[src/rtl/arb_pkg.sv]
// Shared helpers for the round-robin vector arbiter slice.
//   sel_width : index width for a given requester count
//   rr_next   : wrap-increment of a round-robin pointer
//   onehot    : one-hot decode of an index, LSB-aligned in MAX_VECTORS bits
package arb_pkg;

    // Upper bound on requester count supported by the one-hot helper.
    localparam int unsigned MAX_VECTORS = 64;

    function automatic int unsigned sel_width(input int unsigned n);
        return (n < 2) ? 1 : $clog2(n);
    endfunction

    function automatic int unsigned rr_next(input int unsigned ptr,
                                            input int unsigned n);
        return (ptr + 1) % n;
    endfunction

    function automatic logic [MAX_VECTORS-1:0] onehot(input int unsigned idx,
                                                      input int unsigned n);
        logic [MAX_VECTORS-1:0] result;
        result = '0;
        if (idx < n && idx < MAX_VECTORS) begin
            result[idx] = 1'b1;
        end
        return result;
    endfunction

endpackage

[src/rtl/rr_pick.sv]
// Combinational round-robin pick: first valid requester at or after ptr.
//   req_valid : per-requester valid bits
//   ptr       : highest-priority index
//   winner    : chosen index (equals ptr when nothing is valid)
//   any_valid : at least one requester is valid
module rr_pick #(
    parameter int unsigned NUM_VECTORS = 4,
    parameter int unsigned SEL_W       = 2
) (
    input  logic [NUM_VECTORS-1:0] req_valid,
    input  logic [SEL_W-1:0]       ptr,
    output logic [SEL_W-1:0]       winner,
    output logic                   any_valid
);

    logic [NUM_VECTORS-1:0] rotated;
    logic [SEL_W-1:0]       offset;
    logic                   found;

    always_comb begin
        // Rotate so that ptr lands at bit 0; bit k then means index ptr+k.
        rotated = NUM_VECTORS'({req_valid, req_valid} >> ptr);

        offset = '0;
        found  = 1'b0;
        for (int unsigned i = 0; i < NUM_VECTORS; i++) begin
            if (rotated[i] && !found) begin
                offset = SEL_W'(i);
                found  = 1'b1;
            end
        end

        // Un-rotate; NUM_VECTORS is a power of two so the SEL_W-bit add wraps mod N.
        winner    = ptr + offset;
        any_valid = |req_valid;
    end

endmodule

[src/rtl/vector_mux.sv]
// Vectorized mux: selects one BIT_WIDTH slice out of NUM_VECTORS packed vectors.
//   data_in  : packed vectors, vector i at [i*BIT_WIDTH +: BIT_WIDTH]
//   sel      : index of the vector to forward
//   data_out : selected vector
module vector_mux #(
    parameter int unsigned BIT_WIDTH   = 8,
    parameter int unsigned NUM_VECTORS = 4,
    parameter int unsigned SEL_W       = 2
) (
    input  logic [NUM_VECTORS*BIT_WIDTH-1:0] data_in,
    input  logic [SEL_W-1:0]                 sel,
    output logic [BIT_WIDTH-1:0]             data_out
);

    always_comb begin
        data_out = '0;
        for (int unsigned i = 0; i < NUM_VECTORS; i++) begin
            if (sel == SEL_W'(i)) begin
                data_out = data_in[i*BIT_WIDTH +: BIT_WIDTH];
            end
        end
    end

endmodule

[src/rtl/rr_vector_arbiter.sv]
// Round-robin arbiter feeding a single-entry valid/ready output register.
//   clk, rst  : rising-edge clock, synchronous active-high reset
//   req_valid : per-requester valid
//   req_data  : packed request vectors, requester i at [i*BIT_WIDTH +: BIT_WIDTH]
//   req_ready : one-hot grant, combinational (depends on out_ready this cycle)
//   sel       : combinational winner index driving the vector mux
//   out_valid : output register holds a vector
//   out_ready : downstream accepts out_data this cycle
//   out_data  : registered selected vector
//   out_src   : registered index of the requester that produced out_data
module rr_vector_arbiter
    import arb_pkg::*;
#(
    parameter int unsigned BIT_WIDTH   = 8,
    parameter int unsigned NUM_VECTORS = 4,
    localparam int unsigned SEL_W      = sel_width(NUM_VECTORS)
) (
    input  logic                             clk,
    input  logic                             rst,
    input  logic [NUM_VECTORS-1:0]           req_valid,
    input  logic [NUM_VECTORS*BIT_WIDTH-1:0] req_data,
    output logic [NUM_VECTORS-1:0]           req_ready,
    output logic [SEL_W-1:0]                 sel,
    output logic                             out_valid,
    input  logic                             out_ready,
    output logic [BIT_WIDTH-1:0]             out_data,
    output logic [SEL_W-1:0]                 out_src
);

    logic [SEL_W-1:0]     ptr;
    logic [SEL_W-1:0]     winner;
    logic                 any_valid;
    logic                 load;
    logic [BIT_WIDTH-1:0] mux_out;
    int unsigned          winner_idx;

    rr_pick #(
        .NUM_VECTORS (NUM_VECTORS),
        .SEL_W       (SEL_W)
    ) u_pick (
        .req_valid (req_valid),
        .ptr       (ptr),
        .winner    (winner),
        .any_valid (any_valid)
    );

    vector_mux #(
        .BIT_WIDTH   (BIT_WIDTH),
        .NUM_VECTORS (NUM_VECTORS),
        .SEL_W       (SEL_W)
    ) u_mux (
        .data_in  (req_data),
        .sel      (winner),
        .data_out (mux_out)
    );

    // Output slot is free when empty or being drained this same cycle.
    assign load       = (~out_valid | out_ready) & any_valid;
    assign winner_idx = 32'(winner);
    assign sel        = winner;
    assign req_ready  = load ? NUM_VECTORS'(onehot(winner_idx, NUM_VECTORS)) : '0;

    always_ff @(posedge clk) begin
        if (rst) begin
            out_valid <= 1'b0;
            out_data  <= '0;
            out_src   <= '0;
            ptr       <= '0;
        end else if (load) begin
            out_valid <= 1'b1;
            out_data  <= mux_out;
            out_src   <= winner;
            ptr       <= SEL_W'(rr_next(winner_idx, NUM_VECTORS));
        end else if (out_ready) begin
            // Drain with nothing to refill; data/src keep their last value.
            out_valid <= 1'b0;
        end
    end

endmodule

[config.mk]
export PLATFORM = sky130hd
export DESIGN_NAME = rr_vector_arbiter
export DESIGN_NICKNAME = d
export VERILOG_FILES = /design/src/rtl/arb_pkg.sv /design/src/rtl/rr_pick.sv /design/src/rtl/vector_mux.sv /design/src/rtl/rr_vector_arbiter.sv
export SDC_FILE = /design/constraint.sdc
export NUM_CORES = 1
export LEC_CHECK = 0
export ABC_AREA = 1
export CORE_ASPECT_RATIO = 0.9
export CORE_UTILIZATION = 39
export CTS_BUF_LIST = sky130_fd_sc_hd__clkbuf_16
export CTS_CLUSTER_SIZE = 30
export DETAILED_ROUTE_END_ITERATION = 7
export GPL_TIMING_DRIVEN = 0
export MAX_ROUTING_LAYER = met4
export PLACE_DENSITY = 0.8
export SKIP_CTS_REPAIR_TIMING = 1
export SYNTH_ARGS = -nofsm -noshare
export SYNTH_HDL_FRONTEND = slang
export SYNTH_HIERARCHICAL = 1
export SYNTH_SLANG_ARGS = --single-unit
[constraint.sdc]
create_clock -name clk -period 3 [get_ports clk]
set_input_delay 0.6 -clock clk [delete_from_list [all_inputs] [get_ports clk]]
set_output_delay 0.6 -clock clk [all_outputs]
set_load 0.005 [all_outputs]
==> results.yml, run 1 <==
yosys:
  netlist-cell-type-count: 17
  ys_seq_area_share_pct: 24.5
  syn_area_per_cell_sq_um: 6.40
  yosysWarnings: 6
  synthesis.nets: 210
  ys_seq_elements: 13
  synthCells: 166
  netlist_area_sq_um: 1060
timing:
  rsz0062_at_grt: "true"
  fmax_ghz: 0.341
  period_needed_ns: 2.93
  timing.final.ws_setup_ns: 0.0669
  slew_headroom_pct: 86.7
  clock_skew_ns: 0.00606
  finalHoldViolCount: 0
  slew_violations: 0
  worst-slew-pin-transition_ns: 0.199
  setup_viol: 0
  fin_crit_sh_pct: 97.8
  holdWs_ns: 0.475
  tns_ns: 0
route:
  drt-initial-drc-count: 79
  drc_errors: 6
  final_antenna_net_count: 0
  viasPerCell: 5.11
  vias: 1308
  dr.pass1.iters: 6
  wl_um: 3060
  wire_per_inst_um: 11.9
clock_network:
  cts.clk_slew.worst_paths_ns: 0.05
  cts_tree: "yes"
  cts_made_buffers: 3
  root_buffer: "clkbuf_16"
  cts_sinks: 13
  cts_max_path_buffers: 2
  insertion_delay_ns: 0.24
  cts_max_level: 1
placement:
  pre_cts_ws_ns: -0.763
  hpwl_um: 2350
  gp_congestion: 0.821
  io_buffers: 55
worst_setup_path:
  cp-start-kind: "input pin"
  crit_path_cell_trace: "clkbuf_2 -> nand2_2 -> nand3_2 -> nand2_2 -> nand3_2 -> a21boi_1 -> ha_2 -> xor2_2 -> nand3_1 -> nand2_1 -> inv_2 -> buf_4 -> ha_1 -> inv_1 -> nor2_1 -> dlymetal6s2s_1"
  critPathMaxFanout: 3
  max_stage_delay_ns: 0.21
  worstSetupEndpointType: "primary output"
  cp.arrival_ns: 2.33
  slowest_stage: "ha_2"
  critPathKind: "in2out"
  cp.required_ns: 2.40
power:
  power_density_nw_per_um2: 1270
  ir_drop_mv: 0.680
  p_leak_uw: 0.000872
cells_and_area:
  num_antenna_cells: 0
  syn2layout_area_growth_pct: 68.4
  drive_gt1_share_pct: 19.7
  fin_util_pct: 71.3
  final_cell_mix: "46 x clkdlybuf4s50_1, 32 x nand2_1, 31 x nand3_1"
  final_common_cell: "clkdlybuf4s50_1"
  nNetsFinal: 273
floorplan:
  num_rows: 17
  die_x_um: 57.0
  io_pins: 56
  die-area_sq_um: 2940
  die_h_um: 51.5
  start_util_pct: 42.3
  core_sq_um: 2510
status:
  violations: "DRC"
  status: "finished with violations"
run:
  maxCapViolCount: 0
grt:
  grt_overflow: 0
  grt_pass1_vias: 1112
  track_usage_pct: 20.6
  grt_start_max_net_pins: 11
  grt_pass1_wl_um: 4610
  antenna_found_initial: 0
min_path:
  hold_path_class: "reg2reg"
-- metal layers --
metal  wire [um]  track usage [%]
met5           0                -
met4          61             8.94
met3         195             2.49
met2        1550             35.3
met1        1250             24.7
-- worst max-delay path: cells and delay by family --
| family | cells | cell delay (ns) |
|---|---|---|
| simple gates | 7 | 0.55 |
| fa+ha+maj | 2 | 0.38 |
| xor+xnor | 1 | 0.16 |
| compound gates | 1 | 0.16 |
| buf+inv | 5 | 0.49 |
-- layout make-up --
cell class,count,area [sq um]
multi-input combinational,129,717
tap,28,35.0
clock buffer,3,75.1
timing repair buffer,58,551
inverter,16,65.1
buffer,8,77.6
fill,209,721
sequential,13,265
clock inverter,1,3.75
-- sequential cells by signal, indices dropped and copies added (netlist names) --
register	cells
out_data	8
ptr	2
out_src	2
out_valid	1
-- cells in the mapped netlist --
cell	instances	share of area (%)
nand2_1	37	13
nand3_1	36	17
nor2_1	26	9.2
dfxtp_1	13	24
inv_1	11	3.9
nand3b_1	9	6.4
nand4_1	8	4.7
buf_6	6	6.4
ha_1	5	5.9
inv_2	5	1.8
a21oi_1	2	0.94
buf_2	2	0.94
nand2_4	2	2.1
a21boi_0	1	0.71
nor2_4	1	1.1
or4_1	1	0.71
xor2_1	1	0.82
-- cells by family (layout without fill, tap and decap cells) --
group / Yosys count / count (layout) / share of synthesized area [%]
compound gates: 3 / 3 / 1.65
simple gates: 120 / 120 / 54.2
flops: 13 / 13 / 24.5
buf+inv: 24 / 86 / 13.0
fa+ha+maj: 5 / 5 / 5.89
xor+xnor: 1 / 1 / 0.825
-- path summary, 6_finish.rpt --
path	startpoint	endpoint	slack (ns)	cells after the start
max	req_valid[3]	req_ready[3]	0.07	16
min	out_src[0]$_SDFFE_PP0P_	out_src[0]$_SDFFE_PP0P_	0.48	2
max reg2reg	ptr[0]$_SDFFE_PP0P_	out_data[7]$_SDFFE_PP0P_	0.48	19
min reg2reg	out_src[0]$_SDFFE_PP0P_	out_src[0]$_SDFFE_PP0P_	0.48	2
-- power breakdown --
group	switching (uW)	internal, uW
sequential	62.0	250
combinational	883	830
clock	72.5	176
-- stage by stage --
stage | total power (uW) | area, sq um | instances
after floorplan | 1380 | 1060 | 166
after global placement | 1890 | 1650 | 249
after detailed placement | 1920 | 1650 | 249
after CTS | 2180 | 1730 | 253
after global routing | 2470 | 1790 | 256
final | 2270 | 1790 | 256
(Power assumes the default switching activity.)
==> run 2: changes to the inputs <==
--- a/config.mk
+++ b/config.mk
@@ -7,13 +7,13 @@
 export LEC_CHECK = 0
 export ABC_AREA = 1
 export CORE_ASPECT_RATIO = 0.9
-export CORE_UTILIZATION = 39
+export CORE_UTILIZATION = 35
 export CTS_BUF_LIST = sky130_fd_sc_hd__clkbuf_16
 export CTS_CLUSTER_SIZE = 30
 export DETAILED_ROUTE_END_ITERATION = 7
 export GPL_TIMING_DRIVEN = 0
 export MAX_ROUTING_LAYER = met4
-export PLACE_DENSITY = 0.8
+export PLACE_DENSITY = 0.75
 export SKIP_CTS_REPAIR_TIMING = 1
 export SYNTH_ARGS = -nofsm -noshare
 export SYNTH_HDL_FRONTEND = slang
==> constraint.sdc (replaced) <==
create_clock -name clk -period 2.6 [get_ports clk]
set_input_delay 0.52 -clock clk [delete_from_list [all_inputs] [get_ports clk]]
set_output_delay 0.52 -clock clk [all_outputs]
set_load 0.005 [all_outputs]
==> results.yml, run 2 (synthesis results as in run 1) <==
floorplan:
  num_rows: 18
  die_h_um: 54.3
  io_pins: 56
  die-area_sq_um: 3260
  core_sq_um: 2820
  start_util_pct: 37.7
  die_x_um: 60.1
min_path:
  hold_start: "out_data[2]$_SDFFE_PP0P_"
  worstHoldPathCells: 2
  hold_path_class: "reg2reg"
  min_to: "out_data[2]$_SDFFE_PP0P_"
clock_network:
  cts_max_level: 1
  root_buffer: "clkbuf_16"
  cts.clk_slew.worst_paths_ns: 0.04
  cts_max_path_buffers: 2
  cts_tree: "yes"
  insertion_delay_ns: 0.24
  cts_sinks: 13
  cts_made_buffers: 3
placement:
  io_buffers: 55
  hpwl_um: 2160
  gp_congestion: 0.808
  pre_cts_ws_ns: -0.994
worst_setup_path:
  rr_endpoint: "out_data[6]$_SDFFE_PP0P_"
  reg2reg_depth: 19
  cp.required_ns: 2.08
  r2r_start: "ptr[0]$_SDFFE_PP0P_"
  critPathKind: "reg2out"
  cp-start-kind: "flop"
  r2r_slack_ns: 0.16
  cp.arrival_ns: 2.16
  critPathMaxFanout: 7
  worstSetupEndpointType: "primary output"
timing:
  slew_headroom_pct: 86.3
  tns_ns: -0.236
  fin_crit_sh_pct: 103
  timing.final.ws_setup_ns: -0.0808
  worst-slew-pin-transition_ns: 0.205
  clock_skew_ns: 0.00168
  setup_viol: 4
  fmax_ghz: 0.373
  rsz0062_at_grt: "true"
  slew_violations: 0
  period_needed_ns: 2.68
  finalHoldViolCount: 0
cells_and_area:
  multi_input_area_sq_um: 773
  seqCellArea_sq_um: 265
  final_common_cell: "clkdlybuf4s50_1"
  nFillCells: 242
  nNetsFinal: 272
  regMostFlops: "out_data"
  largest_registers: "out_data (8), out_src (2), ptr (2)"
  final_cell_mix: "46 x clkdlybuf4s50_1, 32 x nand3_1, 31 x nand2_1"
  num_antenna_cells: 0
  syn2layout_area_growth_pct: 74.2
  largest_reg_flops: 8
  drive_gt1_share_pct: 23.8
power:
  p_leak_uw: 0.000850
  power_density_nw_per_um2: 1490
  ir_drop_mv: 0.916
grt:
  track_usage_pct: 19.7
  grt_start_max_net_pins: 11
  antenna_found_initial: 0
  grt_overflow: 0
  grt_pass1_vias: 1109
  grt_pass1_wl_um: 4650
route:
  vias: 1270
  drc_errors: 0
  drt-initial-drc-count: 58
  wl_um: 2980
  dr.pass1.iters: 4
  viasPerCell: 4.76
  wire_per_inst_um: 11.1
  final_antenna_net_count: 0
status:
  status: "finished with violations"
  violations: "setup timing"
run:
  maxCapViolCount: 0
[run 2: where the power goes]
group | internal (uW) | total, uW | switching [uW]
Combinational | 988 | 2110 | 1120
Sequential | 289 | 359 | 70.3
Clock | 202 | 283 | 80.6
Total | 1480 | 2750 | 1270
[run 2: area by class of cell]
class | count | area share, %
multi-input cells | 129 | 41.8
repair buffers | 58 | 29.3
flip-flops and latches | 13 | 14.3
clock buffers | 3 | 4.06
plain buffers | 7 | 3.79
inverters | 16 | 3.79
well taps | 40 | 2.70
clock inverters | 1 | 0.203
[run 2: worst max-delay path: stages, from the launching register on]
cell,delay [ns]
dfxtp_4,0.39
inv_4,0.06
nand2_4,0.07
nand3_2,0.06
nand2_2,0.09
nand3_2,0.06
a21boi_2,0.15
ha_2,0.20
xor2_2,0.15
inv_1,0.05
nand2_1,0.06
nand2_2,0.07
inv_4,0.10
inv_4,0.06
ha_4,0.15
inv_2,0.04
nor2_1,0.03
buf_2,0.12
[run 2: worst max path at each step]
| stage | startpoint | end | slack (ns) | cells past startpoint |
|---|---|---|---|---|
| finish | ptr[0]$_SDFFE_PP0P_ | req_ready[0] | -0.08 | 17 |
| global route | ptr[0]$_SDFFE_PP0P_ | req_ready[0] | -0.23 | 17 |
| CTS | req_valid[1] | req_ready[0] | -1.02 | 16 |
| detailed placement | req_valid[0] | req_ready[0] | -0.99 | 16 |
| global placement | req_valid[1] | req_ready[0] | -0.95 | 16 |
| floorplan | req_valid[1] | req_ready[1] | 0.18 | 15 |
[run 2: stage by stage]
step	cells	util, %	area [sq um]	power [uW]	hold slack (ns)
after global placement	261	59.1	1660	2190	0.452
after CTS	265	61.9	1740	2520	0.473
after detailed placement	261	59.1	1660	2210	0.462
final	267	65.7	1850	2750	0.475
after global routing	267	65.7	1850	3030	0.501
after floorplan	166	-	1060	1590	0.450
[run 2: layer usage]
metal / track usage (%) / vias to the layer above / wire, um
li1: - / 670 / -
met1: 24.6 / 551 / 1420
met2: 31.9 / 45 / 1400
met3: 3.55 / 4 / 127
met4: 7.36 / 0 / 32
met5: - / - / 0
